<file path="config.mk">
export PLATFORM = sky130hd
export DESIGN_NAME = axis_frame_monitor
export DESIGN_NICKNAME = d
export VERILOG_FILES = /design/src/rtl/axis_frame_monitor.sv
export SDC_FILE = /design/constraint.sdc
export NUM_CORES = 2
export LEC_CHECK = 0
export BUFFER_PORTS_ARGS = -buffer_cell sky130_fd_sc_hd__buf_2
export CAP_MARGIN = 20
export CORE_MARGIN = 2
export CORE_UTILIZATION = 40
export CTS_CLUSTER_SIZE = 28
export DETAILED_ROUTE_END_ITERATION = 16
export PLACE_DENSITY = 0.61
export SYNTH_ARGS = -nofsm -noshare
export SYNTH_HDL_FRONTEND = slang
export SYNTH_SLANG_ARGS = --single-unit
export TNS_END_PERCENT = 30
</file>
<file path="constraint.sdc">
create_clock -name clk -period 7.1 [get_ports clk]
set_input_delay 1.42 -clock clk [delete_from_list [all_inputs] [get_ports clk]]
set_output_delay 1.42 -clock clk [all_outputs]
set_load 0.005 [all_outputs]
</file>
<file path="src/rtl/axis_frame_monitor.sv">
// Passive multi-channel AXI-stream frame monitor with AXI-lite counter access.
// Ports:
//   clk, rst              clock, synchronous active-high reset
//   mon_axis_t*           tapped per-channel stream signals (ch0 in LSBs), observed only
//   led                   first payload byte of the latest LED_CH frame
//   s_axil_*              AXI-lite slave: CTRL/INFO and per-channel counter registers
module axis_frame_monitor #(
    parameter int unsigned DATA_WIDTH      = 64,
    parameter int unsigned KEEP_WIDTH      = DATA_WIDTH / 8,
    parameter int unsigned N_CH            = 4,
    parameter int unsigned CNT_WIDTH       = 32,
    parameter int unsigned LED_CH          = 0,
    parameter int unsigned AXIL_DATA_WIDTH = 32,
    parameter int unsigned AXIL_ADDR_WIDTH = 16
) (
    input  logic                           clk,
    input  logic                           rst,
    input  logic [N_CH*DATA_WIDTH-1:0]     mon_axis_tdata,
    input  logic [N_CH*KEEP_WIDTH-1:0]     mon_axis_tkeep,
    input  logic [N_CH-1:0]                mon_axis_tvalid,
    input  logic [N_CH-1:0]                mon_axis_tready,
    input  logic [N_CH-1:0]                mon_axis_tlast,
    output logic [7:0]                     led,
    input  logic [AXIL_ADDR_WIDTH-1:0]     s_axil_awaddr,
    input  logic                           s_axil_awvalid,
    output logic                           s_axil_awready,
    input  logic [AXIL_DATA_WIDTH-1:0]     s_axil_wdata,
    input  logic [AXIL_DATA_WIDTH/8-1:0]   s_axil_wstrb,
    input  logic                           s_axil_wvalid,
    output logic                           s_axil_wready,
    output logic [1:0]                     s_axil_bresp,
    output logic                           s_axil_bvalid,
    input  logic                           s_axil_bready,
    input  logic [AXIL_ADDR_WIDTH-1:0]     s_axil_araddr,
    input  logic                           s_axil_arvalid,
    output logic                           s_axil_arready,
    output logic [AXIL_DATA_WIDTH-1:0]     s_axil_rdata,
    output logic [1:0]                     s_axil_rresp,
    output logic                           s_axil_rvalid,
    input  logic                           s_axil_rready
);

    localparam int unsigned POP_W = $clog2(KEEP_WIDTH + 1);
    localparam int unsigned LEN_W = 16;
    localparam int unsigned AW    = AXIL_ADDR_WIDTH;
    localparam int unsigned DW    = AXIL_DATA_WIDTH;

    function automatic logic [POP_W-1:0] popcount(input logic [KEEP_WIDTH-1:0] k);
        logic [POP_W-1:0] n;
        n = '0;
        for (int b = 0; b < int'(KEEP_WIDTH); b++) n = n + POP_W'(k[b]);
        return n;
    endfunction

    logic [CNT_WIDTH-1:0] frames_q [N_CH], frames_d [N_CH];
    logic [CNT_WIDTH-1:0] bytes_q  [N_CH], bytes_d  [N_CH];
    logic [31:0]          first_q  [N_CH], first_d  [N_CH];
    logic [LEN_W-1:0]     max_q    [N_CH], max_d    [N_CH];
    logic [LEN_W-1:0]     len_q    [N_CH], len_d    [N_CH];
    logic [N_CH-1:0]      in_frame_q, in_frame_d;
    logic [7:0]           led_q, led_d;
    logic                 freeze_q, freeze_d;
    logic                 awready_q, awready_d, bvalid_q, bvalid_d;
    logic                 arready_q, arready_d, rvalid_q, rvalid_d;
    logic [DW-1:0]        rdata_q, rdata_d, rd_mux;

    logic [N_CH-1:0]      accept;
    logic [POP_W-1:0]     pop      [N_CH];
    logic [LEN_W-1:0]     len_sat  [N_CH];
    logic                 wr_fire, rd_fire, ctrl_wr, clear;

    // Per-channel beat acceptance, byte count and saturated running length
    for (genvar g = 0; g < int'(N_CH); g++) begin : g_ch
        logic [LEN_W:0] len_sum;
        assign accept[g]  = mon_axis_tvalid[g] & mon_axis_tready[g];
        assign pop[g]     = popcount(mon_axis_tkeep[g*KEEP_WIDTH +: KEEP_WIDTH]);
        assign len_sum    = {1'b0, len_q[g]} + (LEN_W+1)'(pop[g]);
        assign len_sat[g] = len_sum[LEN_W] ? {LEN_W{1'b1}} : len_sum[LEN_W-1:0];
    end

    // AXI-lite handshake decode; CLEAR acts on the same edge as the write handshake
    assign wr_fire = awready_q & s_axil_awvalid & s_axil_wvalid;
    assign rd_fire = arready_q & s_axil_arvalid;
    assign ctrl_wr = wr_fire && (s_axil_awaddr[AW-1:2] == (AW-2)'(0))
                     && (s_axil_wstrb == {(DW/8){1'b1}});
    assign clear   = ctrl_wr & s_axil_wdata[0];

    // Frame tracking and counter next-state
    always_comb begin
        frames_d   = frames_q;
        bytes_d    = bytes_q;
        first_d    = first_q;
        max_d      = max_q;
        len_d      = len_q;
        in_frame_d = in_frame_q;
        led_d      = led_q;
        for (int c = 0; c < int'(N_CH); c++) begin
            if (accept[c]) in_frame_d[c] = ~mon_axis_tlast[c];
            if (clear) begin
                frames_d[c] = '0;
                bytes_d[c]  = '0;
                first_d[c]  = '0;
                max_d[c]    = '0;
                len_d[c]    = '0;
            end else if (accept[c]) begin
                len_d[c] = mon_axis_tlast[c] ? '0 : len_sat[c];
                if (!freeze_q) begin
                    bytes_d[c] = bytes_q[c] + CNT_WIDTH'(pop[c]);
                    if (!in_frame_q[c]) first_d[c] = mon_axis_tdata[c*DATA_WIDTH +: 32];
                    if (mon_axis_tlast[c]) begin
                        frames_d[c] = frames_q[c] + CNT_WIDTH'(1);
                        if (len_sat[c] > max_q[c]) max_d[c] = len_sat[c];
                    end
                end
            end
        end
        // LED follows the first byte of each LED_CH frame regardless of CLEAR/FREEZE
        if (accept[LED_CH] && !in_frame_q[LED_CH])
            led_d = mon_axis_tdata[LED_CH*DATA_WIDTH +: 8];
    end

    // Register read mux, sampled on the read handshake
    always_comb begin
        rd_mux = '0;
        if (s_axil_araddr[AW-1:2] == (AW-2)'(0)) begin
            rd_mux = DW'({freeze_q, 1'b0});
        end else if (s_axil_araddr[AW-1:2] == (AW-2)'(1)) begin
            rd_mux = DW'({8'd0, 8'(N_CH), 16'(DATA_WIDTH)});
        end else if (s_axil_araddr[AW-1:8] == (AW-8)'(1)) begin
            for (int c = 0; c < int'(N_CH); c++) begin
                if (s_axil_araddr[7:4] == 4'(c)) begin
                    case (s_axil_araddr[3:2])
                        2'd0:    rd_mux = DW'(frames_q[c]);
                        2'd1:    rd_mux = DW'(bytes_q[c]);
                        2'd2:    rd_mux = DW'(first_q[c]);
                        default: rd_mux = DW'(max_q[c]);
                    endcase
                end
            end
        end
    end

    // AXI-lite channel next-state
    always_comb begin
        freeze_d  = ctrl_wr ? s_axil_wdata[1] : freeze_q;
        awready_d = s_axil_awvalid & s_axil_wvalid & ~bvalid_q & ~awready_q;
        bvalid_d  = wr_fire ? 1'b1 : (s_axil_bready ? 1'b0 : bvalid_q);
        arready_d = s_axil_arvalid & ~rvalid_q & ~arready_q;
        rvalid_d  = rd_fire ? 1'b1 : (s_axil_rready ? 1'b0 : rvalid_q);
        rdata_d   = rd_fire ? rd_mux : rdata_q;
    end

    always_ff @(posedge clk) begin
        if (rst) begin
            frames_q   <= '{default: '0};
            bytes_q    <= '{default: '0};
            first_q    <= '{default: '0};
            max_q      <= '{default: '0};
            len_q      <= '{default: '0};
            in_frame_q <= '0;
            led_q      <= '0;
            freeze_q   <= 1'b0;
            awready_q  <= 1'b0;
            bvalid_q   <= 1'b0;
            arready_q  <= 1'b0;
            rvalid_q   <= 1'b0;
            rdata_q    <= '0;
        end else begin
            frames_q   <= frames_d;
            bytes_q    <= bytes_d;
            first_q    <= first_d;
            max_q      <= max_d;
            len_q      <= len_d;
            in_frame_q <= in_frame_d;
            led_q      <= led_d;
            freeze_q   <= freeze_d;
            awready_q  <= awready_d;
            bvalid_q   <= bvalid_d;
            arready_q  <= arready_d;
            rvalid_q   <= rvalid_d;
            rdata_q    <= rdata_d;
        end
    end

    assign led            = led_q;
    assign s_axil_awready = awready_q;
    assign s_axil_wready  = awready_q;
    assign s_axil_bvalid  = bvalid_q;
    assign s_axil_bresp   = 2'b00;
    assign s_axil_arready = arready_q;
    assign s_axil_rvalid  = rvalid_q;
    assign s_axil_rdata   = rdata_q;
    assign s_axil_rresp   = 2'b00;

    // Bits of the tap and address buses that carry nothing this block needs
    logic unused_bits;
    assign unused_bits = &{1'b0, mon_axis_tdata, s_axil_wdata,
                           s_axil_awaddr[1:0], s_axil_araddr[1:0]};

endmodule

</file>
==> metrics.txt <==
Core Region=0.07445 mm2; Die W=278.2 um; worst min path class=flip-flop to flip-flop; Die Y=278.2 um; final setup TNS=0 ps; Placed Area=0.03264 mm2; vias per inst=5.415; max_cap viols=0; arrival time worst endpoint=7050 ps; Worst Clk Skew=32.90 ps; Reg clk slew, reported paths=60 ps; leading area contributor after synthesis=dfxtp_1; kind of critical path=primary input to flip-flop; Area Overhead vs Synth=15.46%; hold_buf cts=0; CTS sink count=561; IO buf count=257; asr flop ratio synth=0%; Critical Path Max Stage Delay=550 ps; DR vias=26070; CP max FO=20; post-synth top area share=37.33%; number of cells produced by synthesis=3571; Skew-Pair Late Insertion Delay=650 ps; die area=0.07741 mm2; fmax=0.1533 GHz; hold slack=448.8 ps; clk buf depth=3; fin. max-slew vios=0; WL per Instance=18.48 um; initial antenna violation count=1; Final Instance Count excl. Fillers=4814; Leak=13.31 nW; Synth cell types=80; Slew HR=8.605%; CP Launch Type=primary input; global-route wire length before repair=139.5 mm; Initial DRT Pass Iterations=6; post-route cell area=0.03473 mm2; Min-Delay Startpoint=s_axil_rdata[26]; most numerous cell on the critical path=fa_1; setup bufs post-CTS=0; cts bufs inserted=60; Slew @ Worst Pin=1371 ps; FF-to-FF path depth=14; Post-synth top cells=dfxtp_1, nand2_1, nor2_1; Synth Area per Inst=8.424 um2; Initial Util=40.41%; io pins=424; # diodes=0; Root Buffer=clkbuf_16; Worst path slowest cell=fa_1; layout cells sized above 1=15.81%; GRT Total Usage=22.57%; Final Hold Fails=0; synth warn=0; register bit total from synthesis=561; Antenna Violating Nets Remaining=0; CTS tree=yes; worst reg2reg setup slack=3420 ps; GR Overflow Total=0; ranking of synthesized cells by area=dfxtp_1, nand2_1, nor2_1; Req. time, crit path=7630 ps; placed cells=4703; R2R Path End=max_q[16]; Core Rows=100; Final min period=6524 ps; GPL Wtd Cong=0.8587; largest net degree at the start of global routing=225; DRC=0; RSZ-0062 raised after global routing=no; register area share after synthesis=37.33%; Post-synth EDFFs=0; Max IR drop VDD=0.1412 mV; R2R Path Start=len_q[17]; status=complete, no violations; drt total wl=88.94 mm; DP HPWL=65.46 mm; Top FF cell, synth=dfxtp_1; Cell Area, Synth=0.03008 mm2; setup violators final=0; vias in the first global route=24600; worst hold path depth=2; fin crit share=91.89%; # nets final=4309; H-tree levels=2; Worst Hold Path EP=s_axil_rdata[26]; Iter 0 DRT Violations=2162; P per Cell Area=224.8 mW/mm2; crit path cell chain=buf_2, inv_1, fa_1, fa_1, fa_1, inv_1, ha_1, fa_1, xor2_1, ha_1, o21a_1, a21oi_1, nor4_1, mux2_2, ha_1, nand2_1, nor4_1, buf_4, o311ai_1, a21oi_2, buf_12, nor2_1, a211oi_1; post-CTS sizing=0; Setup crit end kind=flip-flop; top-count cell post-synth=dfxtp_1
-- worst max-delay path by stage --
stage / slack, ps / from / cells after the start / end
3_5_place_dp: -10 / mon_axis_tkeep[16] / 23 / max_q[16]
6_report: 580 / mon_axis_tkeep[16] / 23 / max_q[16]
4_1_cts: 630 / mon_axis_tkeep[16] / 23 / max_q[16]
3_3_place_gp: 60 / mon_axis_tkeep[16] / 23 / max_q[16]
2_1_floorplan: 370 / mon_axis_tkeep[24] / 21 / max_q[3]
5_1_grt: 140 / mon_axis_tkeep[16] / 23 / max_q[16]
-- cell type report --
type	count	area, um2
clock buffers	80	1667
inverters	131	491.7
repair buffers	367	2190
clock inverters	30	422.9
fillers	7357	39710
multi-input cells	2676	17520
well taps	969	1212
flip-flops and latches	561	11230
-- registers in the layout, indices dropped and copies added (netlist names) --
register,count
s_axil_bvalid,1
bytes_q,128
s_axil_awready,1
first_q,128
freeze_q,1
s_axil_rvalid,1
led,8
s_axil_arready,1
frames_q,128
max_q,64
s_axil_rdata,32
len_q,64
in_frame_q,4
-- kinds of logic (layout without fill, tap and decap cells) --
kind of cell               after synthesis  count (layout)  share of synthesized area, %
adders and majority gates              137             137                         6.297
buffers and inverters                  337             608                         4.713
muxes                                  163             163                         7.999
AOI/OAI and AO/OA                      685             685                         13.74
and+or+nand+nor                       1447            1447                         22.92
DFF                                    561             561                         37.33
other                                    1               4                       0.01247
xor gates and xnor gates               240             240                         6.988
-- report_power, final --
group,leakage [nW],internal [mW],switching [mW]
registers,4.54,3.22,0.0654
logic,7.76,0.491,0.719
clock network,1.02,1.95,1.36
total,13.3,5.66,2.15
-- metrics by stage --
step	power [mW]	util, %	setup slack (ps)
detailed placement	4.563	43.84	-13.69
floorplan	4.137	-	369.1
global placement	4.552	43.82	57.84
finish	7.808	46.66	576.0
global route	8.163	46.66	141.8
CTS	7.883	46.65	633.1
-- metal layers --
layer	vias up	wire length, um	global-route usage, %
met5	-	0	0
met4	0	1637	5.281
met3	89	5249	3.123
met2	663	39960	35.87
met1	12330	42100	32.34
li1	12990	-	-
-- critical path, delay by kind of cell --
kind / cells / cell delay, ps
adder cells (fa/ha/maj): 7 / 2670
buffers and inverters: 5 / 510
multiplexers: 1 / 330
AO/OA/AOI/OAI: 5 / 1180
XOR/XNOR: 1 / 260
AND/OR/NAND/NOR: 4 / 670
-- placed cells by master (no fill, tap or decap), types with 84 or more instances in the layout --
cell type,instances
a21oi_1,295
buf_2,255
buf_4,105
dfxtp_1,561
ha_1,113
inv_1,131
mux2i_1,84
nand2_1,509
nand3_1,168
nor2_1,399
o21ai_0,128
xnor2_1,133
xor2_1,107
(Power assumes the default switching activity.)
